<file path="src/rtl/mips_pkg.sv">
// ---------------------------------------------------------------------------
// mips_pkg
//   Shared definitions for the instruction fetch stage:
//   - XLEN           : datapath / address width
//   - PC_INC         : byte increment between sequential fetches
//   - NOP            : encoding placed in IF/ID when it is cleared
//   - fetch_state_t  : fetch FSM states (BOOT, RUN, HALTED)
//   - align_word()   : forces an address onto a 4-byte boundary
// ---------------------------------------------------------------------------
package mips_pkg;

    localparam int XLEN = 32;

    localparam logic [XLEN-1:0] PC_INC    = 32'd4;
    localparam logic [XLEN-1:0] NOP       = 32'h0000_0000;
    localparam logic [XLEN-1:0] WORD_MASK = 32'h0000_0003;

    typedef enum logic [1:0] {
        BOOT   = 2'd0,
        RUN    = 2'd1,
        HALTED = 2'd2
    } fetch_state_t;

    // Instructions are word aligned; low address bits of a target are dropped.
    function automatic logic [XLEN-1:0] align_word(input logic [XLEN-1:0] addr);
        return addr & ~WORD_MASK;
    endfunction

endpackage

</file>
<file path="src/rtl/if_id_reg.sv">
// ---------------------------------------------------------------------------
// if_id_reg
//   IF/ID pipeline register. Priority: clear > load > hold.
//   Ports:
//     clk, rst        : clock, asynchronous active-high reset
//     load            : capture next_instr / next_pc4 and mark valid
//     clear           : insert a bubble (valid=0, instr=NOP)
//     next_instr      : instruction word to capture
//     next_pc4        : fetch PC + 4 to capture
//     instr, pc4      : registered IF/ID contents
//     valid           : IF/ID holds a real instruction
// ---------------------------------------------------------------------------
module if_id_reg
    import mips_pkg::*;
(
    input  logic            clk,
    input  logic            rst,
    input  logic            load,
    input  logic            clear,
    input  logic [XLEN-1:0] next_instr,
    input  logic [XLEN-1:0] next_pc4,
    output logic [XLEN-1:0] instr,
    output logic [XLEN-1:0] pc4,
    output logic            valid
);

    logic [XLEN-1:0] instr_reg;
    logic [XLEN-1:0] pc4_reg;
    logic            valid_reg;

    always_ff @(posedge clk or posedge rst) begin
        if (rst) begin
            instr_reg <= NOP;
            pc4_reg   <= '0;
            valid_reg <= 1'b0;
        end else if (clear) begin
            instr_reg <= NOP;
            pc4_reg   <= '0;
            valid_reg <= 1'b0;
        end else if (load) begin
            instr_reg <= next_instr;
            pc4_reg   <= next_pc4;
            valid_reg <= 1'b1;
        end
    end

    assign instr = instr_reg;
    assign pc4   = pc4_reg;
    assign valid = valid_reg;

endmodule

</file>
<file path="src/rtl/instruction_fetch.sv">
// ---------------------------------------------------------------------------
// instruction_fetch
//   Fetch stage: owns the PC, drives the instruction memory address and
//   fills the IF/ID register. One bubble after every redirect.
//   Event priority inside RUN: halt, redirect, flush, stall, advance.
//   Parameters:
//     RESET_PC        : first fetch address after reset
//   Ports:
//     clk, rst        : clock, asynchronous active-high reset
//     pc_o            : fetch address to instruction memory
//     instr_i         : instruction memory data (combinational from pc_o)
//     stall_i         : hold request from decode
//     flush_i         : kill IF/ID contents
//     redirect_i      : taken branch / jump, target in redirect_pc_i
//     halt_i          : stop fetching until reset
//     if_id_instr_o   : IF/ID instruction
//     if_id_pc4_o     : IF/ID fetch PC + 4
//     if_id_valid_o   : IF/ID holds a real instruction
//     fetch_cnt_o     : instructions fetched
//     stall_cnt_o     : stalled cycles
//   Build option:
//     IF_PERF_CNT_EN  : when defined, fetch_cnt_o / stall_cnt_o count;
//                       otherwise both are tied to zero.
// ---------------------------------------------------------------------------
module instruction_fetch
    import mips_pkg::*;
#(
    parameter logic [31:0] RESET_PC = 32'h0000_0000
) (
    input  logic        clk,
    input  logic        rst,
    output logic [31:0] pc_o,
    input  logic [31:0] instr_i,
    input  logic        stall_i,
    input  logic        flush_i,
    input  logic        redirect_i,
    input  logic [31:0] redirect_pc_i,
    input  logic        halt_i,
    output logic [31:0] if_id_instr_o,
    output logic [31:0] if_id_pc4_o,
    output logic        if_id_valid_o,
    output logic [31:0] fetch_cnt_o,
    output logic [31:0] stall_cnt_o
);

    fetch_state_t    state_reg, state_next;
    logic [XLEN-1:0] pc_reg, pc_next;
    logic [XLEN-1:0] pc_plus4;
    logic            load_ifid;
    logic            clear_ifid;
    logic            stalled;

    // Addition wraps naturally at 2^32.
    assign pc_plus4 = pc_reg + PC_INC;

    always_comb begin
        state_next = state_reg;
        pc_next    = pc_reg;
        load_ifid  = 1'b0;
        clear_ifid = 1'b0;
        stalled    = 1'b0;
        case (state_reg)
            BOOT: begin
                // One settling cycle: no capture, PC untouched.
                if (halt_i) begin
                    state_next = HALTED;
                    clear_ifid = 1'b1;
                end else begin
                    state_next = RUN;
                end
            end
            RUN: begin
                if (halt_i) begin
                    state_next = HALTED;
                    clear_ifid = 1'b1;
                end else if (redirect_i) begin
                    // Redirect wins over stall: the stalled slot is dead anyway.
                    pc_next    = align_word(redirect_pc_i);
                    clear_ifid = 1'b1;
                end else if (flush_i) begin
                    clear_ifid = 1'b1;
                    if (!stall_i) begin
                        pc_next = pc_plus4;
                    end
                end else if (stall_i) begin
                    stalled = 1'b1;
                end else begin
                    load_ifid = 1'b1;
                    pc_next   = pc_plus4;
                end
            end
            HALTED: begin
                // Frozen until reset.
            end
            default: begin
                state_next = BOOT;
                pc_next    = RESET_PC;
                clear_ifid = 1'b1;
            end
        endcase
    end

    always_ff @(posedge clk or posedge rst) begin
        if (rst) begin
            state_reg <= BOOT;
            pc_reg    <= RESET_PC;
        end else begin
            state_reg <= state_next;
            pc_reg    <= pc_next;
        end
    end

    if_id_reg u_if_id_reg (
        .clk        (clk),
        .rst        (rst),
        .load       (load_ifid),
        .clear      (clear_ifid),
        .next_instr (instr_i),
        .next_pc4   (pc_plus4),
        .instr      (if_id_instr_o),
        .pc4        (if_id_pc4_o),
        .valid      (if_id_valid_o)
    );

    assign pc_o = pc_reg;

`ifdef IF_PERF_CNT_EN
    logic [31:0] fetch_cnt_reg;
    logic [31:0] stall_cnt_reg;

    always_ff @(posedge clk or posedge rst) begin
        if (rst) begin
            fetch_cnt_reg <= '0;
            stall_cnt_reg <= '0;
        end else begin
            if (load_ifid) begin
                fetch_cnt_reg <= fetch_cnt_reg + 32'd1;
            end
            if (stalled) begin
                stall_cnt_reg <= stall_cnt_reg + 32'd1;
            end
        end
    end

    assign fetch_cnt_o = fetch_cnt_reg;
    assign stall_cnt_o = stall_cnt_reg;
`else
    logic unused_perf;
    assign unused_perf = stalled;
    assign fetch_cnt_o = '0;
    assign stall_cnt_o = '0;
`endif

endmodule
</file>
<file path="config.mk">
export PLATFORM = sky130hd
export DESIGN_NAME = instruction_fetch
export DESIGN_NICKNAME = d
export VERILOG_FILES = /design/src/rtl/mips_pkg.sv /design/src/rtl/if_id_reg.sv /design/src/rtl/instruction_fetch.sv
export SDC_FILE = /design/constraint.sdc
export NUM_CORES = 1
export LEC_CHECK = 0
export BUFFER_PORTS_ARGS = -buffer_cell sky130_fd_sc_hd__clkbuf_2
export CAP_MARGIN = 25
export CORE_UTILIZATION = 35
export DETAILED_ROUTE_END_ITERATION = 10
export MAX_ROUTING_LAYER = met4
export PLACE_DENSITY_LB_ADDON = 0.12
export RECOVER_POWER = 100
export SYNTH_ARGS = -nofsm -noshare
export SYNTH_HDL_FRONTEND = slang
export SYNTH_SLANG_ARGS = --single-unit
</file>
<file path="constraint.sdc">
create_clock -name clk -period 5.59 [get_ports clk]
set_input_delay 1.677 -clock clk [delete_from_list [all_inputs] [get_ports clk]]
set_output_delay 1.677 -clock clk [all_outputs]
set_load 0.01 [all_outputs]
</file>
## Word-level counts from Yosys, hierarchy flattened

Index checks and enable logic that the tools add are counted.

| cells by class | value |
|---|---|
| reductions and logical operators | 5 |
| bitwise gates (word level) | 2 |
| add/sub/neg operators | 1 |
| equality and inequality tests | 5 |
| mux-type cells | 23 |

Operators with widths:

| operator | count |
|---|---|
| two-way mux 32 bit | 7 |
| one-hot mux 32 bit (2 select lines) | 1 |
| adder 32 x 3 -> 32 bit, second input constant | 1 |
| two-way mux 1 bit | 11 |
| one-hot mux 2 bit (3 select lines) | 1 |
| two-way mux 2 bit | 2 |
| inequality test 2 bit, second input constant | 2 |
| inequality test 3 bit, second input constant | 1 |
| one-hot mux 1 bit (3 select lines) | 1 |
| AND reduction 3 bit | 1 |
| equality test 2 x 1 -> 1 bit, second input constant | 1 |
| equality test 2 bit, second input constant | 1 |
| zero test 2 bit | 1 |
| NOT 1 bit | 2 |
| AND reduction 2 bit | 1 |
| nonzero test 2 bit | 1 |
| OR reduction 2 bit | 1 |

| storage, ports and cells | value |
|---|---|
| input port bits | 70 |
| register bits after elaboration | 99 |
| output and inout bits | 161 |
| word-level logic and storage cells | 41 |

## Logic depth before layout (Yosys ltp)

| depth | value |
|---|---|
| depth in word-level cells | 7 |
| mapped depth | 8 |
| depth with buffers taken out | 6 |

## By module

From an unflattened synthesis, not the netlist that was laid out.

| second synthesis, totals | value |
|---|---|
| cells, all modules | 572 |
| area, all modules | 5,621.6 um2 |

By module, submodules not included:

| module | seq. area each (um2) | cells an instance | area an instance (um2) | instances |
|---|---|---|---|---|
| instruction_fetch | 800.8 | 362 | 2,981.6 | 1 |
| if_id_reg | 1,626.6 | 210 | 2,640.0 | 1 |

## Worst setup path after synthesis

OpenSTA, ideal clock, no wires.

| timing | value |
|---|---|
| path kind | input to register |
| start point | input redirect_i |
| end point | register u_if_id_reg.instr_reg[0] (netlist: u_if_id_reg.instr[0]) |
| arrival | 3,025 ps |
| required time | 5,524 ps |
| cell stages on the path | 6 |
| path buffers | 2 |
| setup slack | 2,498 ps |
| library setup time | 66 ps |
| cell sequence | clkbuf_1 > nand2b_1 > o31a_1 > a21oi_1 > clkbuf_1 > a22o_1 |

| between the ends | value |
|---|---|
| word-level cells in the longest chain between the ends | 4 |
| elaborated cells on any way between the ends | 8 |
| those cells by class | 7 x mux; 1 x reduce/logical |

Ends and longest elaborated chain:

| element | line | RTL |
|---|---|---|
| start, declared | instruction_fetch.sv:36 | `input logic redirect_i,` |
| two-way mux 1 bit | instruction_fetch.sv:76 | `end else if (redirect_i) begin` |
| two-way mux 1 bit | instruction_fetch.sv:73 | `if (halt_i) begin` |
| one-hot mux 1 bit (3 select lines) / two-way mux 1 bit (equally long branches) | instruction_fetch.sv:62 | `case (state_reg)` |
| two-way mux 32 bit / nonzero test 2 bit (equally long branches) | -- |  |
| end signal, assigned | if_id_reg.sv:41 | `instr_reg <= next_instr;` |
| end, declared | if_id_reg.sv:27 | `logic [XLEN-1:0] instr_reg;` |

Parallel ways exist; a longest one is shown, timed or not.
A chain may end at the register's enable or synchronous reset.

## Final worst setup path

| timing | value |
|---|---|
| start point | input redirect_i |
| end point | register u_if_id_reg.pc4_reg[4] (netlist: u_if_id_reg.pc4[4]) |

| between the ends | value |
|---|---|
| word-level cells in the longest chain between the ends | 4 |
| elaborated cells on any way between the ends | 8 |
| those cells by class | 7 x mux; 1 x reduce/logical |

Ends and longest elaborated chain:

| element | line | RTL |
|---|---|---|
| two-way mux 1 bit | instruction_fetch.sv:76 |  |
| two-way mux 1 bit | instruction_fetch.sv:73 |  |
| one-hot mux 1 bit (3 select lines) / two-way mux 1 bit (equally long branches) | instruction_fetch.sv:62 |  |
| two-way mux 32 bit / nonzero test 2 bit (equally long branches) | -- |  |
| end signal, assigned | if_id_reg.sv:42 | `pc4_reg <= next_pc4;` |
| end, declared | if_id_reg.sv:28 | `logic [XLEN-1:0] pc4_reg;` |

Parallel ways exist; a longest one is shown, timed or not.

==> impl.org <==
** Cells and area
- At the end of the flow the core is filled with cells to 42.5%.
- Register area :: between 2000 and 2500 sq um
- The number of antenna diodes in the final layout is 0.
- Final std cells w/o fill :: 862
- The register with the most flip-flops in the layout has 32 of them.
- The net count of the finished layout is 748.
- Share of final-layout standard cells stronger than drive strength 1 :: around 14%
- Filler cell count :: 1465
- Layout Area Growth over Synthesis :: 18.0%
- Area taken by multi-input logic gates :: 2220 sq um

** Global routing
- Met3 Use GR :: 2.57%
- Global routing consumed, on the met1 layer, between 20% and 30% of the routing resources.
- The number of antenna violations at the first check in global routing was 0.
- After global routing, the most crowded layer is met2.
- Aggregate global routing overflow :: 0
- Global routing consumed, on the met2 layer, 27.6% of the routing resources.
- In the global route stage, overall resource usage came out at 18.9%.
- The number of global-route vias before repair is 3926.
- Maximum number of pins on one net before global-route repair :: 67
- The first global-routing pass estimated 20700 microns of wire.

** Logic synthesis
- After synthesis, the share of flip-flops with an asynchronous set or reset is 100%.
- Mapped Area :: 5010 sq um
- The average instance in the mapped netlist occupies 9.50 sq um.
- Count of flip-flops with a built-in enable after synthesis :: 0
- Synthesis-stage register bit count :: 95
- Sequential-to-total area share from yosys stat :: 47.4%
- Cell count after synthesis :: between 500 and 600
- Top flip-flop cell by instance count after synthesis :: sky130_fd_sc_hd__dfrtp_1
- Synth unique cells :: 39
- Yosys printed 0 warnings.

** Clocking
- Maximum level of the CTS H-tree :: 3
- After clock tree synthesis, the clock-pin slew on the worst setup and hold paths is 0.06 ns.
- The number of hold buffers added after CTS was 0.
- CTS saw between 90 and 100 sinks.
- Setup bufs post-CTS :: 0
- The tree is rooted in a sky130_fd_sc_hd__clkbuf_16.
- CTS tree :: yes
- Post_cts resized :: 0
- Maximum clock path buffer count :: 2
- The number of clock buffers added by TritonCTS is 9.
- The clock reaches the later pin of the worst-skew pair after 0.35 ns.

** Detailed routing
- Detail-routed net length per standard cell :: 15.7 microns
- The routed layout has 4257 vias.
- In this run the remaining antenna-violating nets after routing total 0.
- Initial DRC count :: 155
- Using the TritonRoute via totals, the vias-per-cell ratio works out to 4.94.
- Number of search-and-repair iterations in the first detailed-routing pass :: 4
- Total Wirelength :: 13500 microns
- After detailed routing, the number of remaining DRC violations is 0.

** Power
- Internal Power :: around 1.3 mW
- Clk network pwr share :: 32.0%
- Of the total power, registers draw 45.3%.
- Summed over all nets, the switching power comes to 0.696 mW.
- For this design the ratio of total power to cell area is 333 nW/um^2.
- Net switching is 35.3% of the power.
- Total chip power :: 1.97 mW
- Summed over all cells, the static leakage comes to 2.71 nW.
- Combinational logic is responsible for between 20% and 30% of the overall power.
- Worst-case vdd ir drop :: ~130 uV

** Setup path
- Critical path startpoint category :: input pin
- The worst register-to-register path begins at state_reg[1].
- Crit Reg-Reg Endpoint :: u_if_id_reg.pc4[4]
- Startpoint-to-endpoint class of the critical path :: in -> reg
- Data on the critical path is required at its endpoint by between 5 and 6 ns.
- Of all nets on the critical path, the largest fanout is 60.
- At the worst endpoint, the arrival time is 4.26 ns.
- STA classifies the critical path endpoint as a flip-flop.
- In this run the register-to-register setup slack is roughly 3.1 ns.
- Measured in cells, the most critical reg-to-reg path has a length of 5.

** Placement
- At the placement stage, the worst setup path has a slack of 1.81 ns.
- Dpl hpwl :: 9440 microns
- Number of I/O port buffers :: 160
- The congestion estimate from routability-driven global placement came to slightly above 0.8.
- Counting tap cells, the placed design contains a total of 846 instances.

** STA
- Worst Tran Pin Value :: 2.88 ns
- Part of the cycle the worst path needs :: 72.5%
- Setup repair after global routing left no endpoint under its margin.
- For the finished layout, the period the worst path requires is between 4 and 5 ns.
- Worst setup slack after layout :: about 1.5 ns
- For the final database, setup skew stands at 0.00803 ns.
- The number of max-slew violations in the final report came to 67.
- Fmax :: about 250 MHz
- Setup violations remaining at the end of the flow were counted as 0.
- The final hold violation count was 0.
- Relative slew slack :: -93.4%
- After routing, the total negative slack on setup checks comes to 0 ns.

** Outcome
- The final reports fail on max-capacitance violations, max-slew violations.
- Result of the run :: finished with violations

** Worst hold path
- Type of the most critical hold path :: reg -> reg
- Worst hold path stage count :: 2
- Hold Startpoint :: u_if_id_reg.pc4[10]
- Worst hold endpoint :: u_if_id_reg.pc4[10]

** Die
- For this configuration, the core starts out at a cell density of a little over a third.
- The floorplan step defined a die boundary enclosing 14800 sq um.
- Core area :: 13900 sq um
- Core Rows :: 43
- Number of top-level pins :: 231
- The die is ~120 microns tall.
- The die is 122 microns wide.

** Job
- Across the run, the number of max-cap violations was 1.
## per-layer routing
layer  vias up  share of wire (%)  wire length (microns)
met3        14                5.3                    720
met4         0                1.3                    172
met5         -                  0                      0
li1       2034                  -                      -
met1      2053                 49                   6580
met2       156                 45                   6060
## power groups by stage
| stage | Combinational (mW) | Clock (mW) | Sequential (mW) |
|---|---|---|---|
| finish | 0.449 | 0.630 | 0.892 |
| global placement | 0.468 | 0 | 0.901 |
| global route | 0.501 | 0.673 | 0.908 |
| CTS | 0.479 | 0.643 | 0.891 |
| detailed placement | 0.476 | 0 | 0.904 |
| floorplan | 0.312 | 0 | 0.894 |
## area by class of cell
type | count | area share (%)
clock buffer | 11 | 4.10
clock inverter | 5 | 0.973
inverter | 13 | 0.846
multi-input combinational | 389 | 37.6
sequential | 95 | 40.2
tap | 180 | 3.81
timing repair buffer | 169 | 12.5
## cells in the mapped netlist, drive strengths merged, types with 2 or more instances
| cell type | n | area (sq um) |
|---|---|---|
| a22o | 35 | 307 |
| and4 | 4 | 36.3 |
| o22ai | 8 | 50.1 |
| clkbuf | 27 | 101 |
| a22oi | 11 | 82.6 |
| nor2 | 30 | 113 |
| nand2b | 2 | 12.5 |
| xor2 | 4 | 35.0 |
| nand4 | 8 | 80.1 |
| xnor2 | 23 | 201 |
| o21ai | 63 | 315 |
| nand3 | 15 | 75.1 |
| and3 | 8 | 51.3 |
| o2bb2ai | 7 | 61.3 |
| o31a | 7 | 61.3 |
| nand2 | 48 | 180 |
| inv | 13 | 48.8 |
| a21oi | 19 | 95.1 |
| or4 | 3 | 30.0 |
| a32oi | 2 | 17.5 |
| buf | 71 | 526 |
| nor4 | 6 | 37.5 |
| dfrtp | 95 | 2380 |
| and2 | 2 | 12.5 |
| nor3 | 8 | 40.0 |
## critical path, stage by stage
cell                       delay, ns
sky130_fd_sc_hd__clkbuf_2       0.09
sky130_fd_sc_hd__buf_4          0.50
sky130_fd_sc_hd__inv_1          0.18
sky130_fd_sc_hd__nand4_1        0.13
sky130_fd_sc_hd__clkbuf_1       0.85
sky130_fd_sc_hd__or2_2          0.62
sky130_fd_sc_hd__o21ai_0        0.18
## how the worst max path moves through the flow
stage	slack [ns]	endpoint	from
floorplan	1.44	pc_o[10]	rst
global placement	1.84	u_if_id_reg.pc4[24]	redirect_i
detailed placement	1.81	u_if_id_reg.pc4[4]	redirect_i
CTS	2.16	u_if_id_reg.pc4[4]	redirect_i
global route	1.02	u_if_id_reg.pc4[18]	rst
finish	1.53	u_if_id_reg.pc4[4]	redirect_i
## through the flow
step	hold WS, ns	instance area (sq um)
after floorplan	0.514	5270
after global placement	0.463	5750
after detailed placement	0.470	5750
after CTS	0.485	6050
after global routing	0.497	5920
final	0.475	5920
## layout by cell type (no fill, tap or decap), types with 2 or more instances in the layout
| cell | Yosys | layout |
|---|---|---|
| sky130_fd_sc_hd__clkbuf_16 | 0 | 9 |
| sky130_fd_sc_hd__buf_4 | 68 | 6 |
| sky130_fd_sc_hd__nand2_1 | 48 | 48 |
| sky130_fd_sc_hd__nor4_1 | 6 | 6 |
| sky130_fd_sc_hd__o21ai_0 | 63 | 63 |
| sky130_fd_sc_hd__nand2b_1 | 2 | 2 |
| sky130_fd_sc_hd__clkbuf_1 | 27 | 97 |
| sky130_fd_sc_hd__a21oi_1 | 19 | 18 |
| sky130_fd_sc_hd__clkbuf_2 | 0 | 67 |
| sky130_fd_sc_hd__conb_1 | 1 | 68 |
| sky130_fd_sc_hd__o2bb2ai_1 | 7 | 7 |
| sky130_fd_sc_hd__and3_1 | 7 | 7 |
| sky130_fd_sc_hd__a32oi_1 | 2 | 2 |
| sky130_fd_sc_hd__xor2_1 | 4 | 4 |
| sky130_fd_sc_hd__a22oi_1 | 11 | 11 |
| sky130_fd_sc_hd__inv_1 | 13 | 12 |
| sky130_fd_sc_hd__xnor2_1 | 23 | 23 |
| sky130_fd_sc_hd__o31a_1 | 7 | 7 |
| sky130_fd_sc_hd__clkinvlp_4 | 0 | 3 |
| sky130_fd_sc_hd__nor3_1 | 8 | 8 |
| sky130_fd_sc_hd__dfrtp_1 | 95 | 95 |
| sky130_fd_sc_hd__a22o_1 | 35 | 35 |
| sky130_fd_sc_hd__and2_1 | 2 | 2 |
| sky130_fd_sc_hd__nand3_1 | 15 | 15 |
| sky130_fd_sc_hd__or4_4 | 2 | 2 |
| sky130_fd_sc_hd__and4_1 | 3 | 3 |
| sky130_fd_sc_hd__nand4_1 | 6 | 6 |
| sky130_fd_sc_hd__nor2_1 | 30 | 30 |
| sky130_fd_sc_hd__o22ai_1 | 8 | 8 |
| sky130_fd_sc_hd__nand4_4 | 2 | 2 |
## kinds of logic after synthesis
logic type	synth area share, %
adders and majority gates	0.249
AOI/OAI and AO/OA	20.2
buffers and inverters	13.5
DFF	47.4
xor gates and xnor gates	4.72
and+or+nand+nor	13.7
other	0.0748
muxes	0.200
Power figures use the tool's default switching activity.
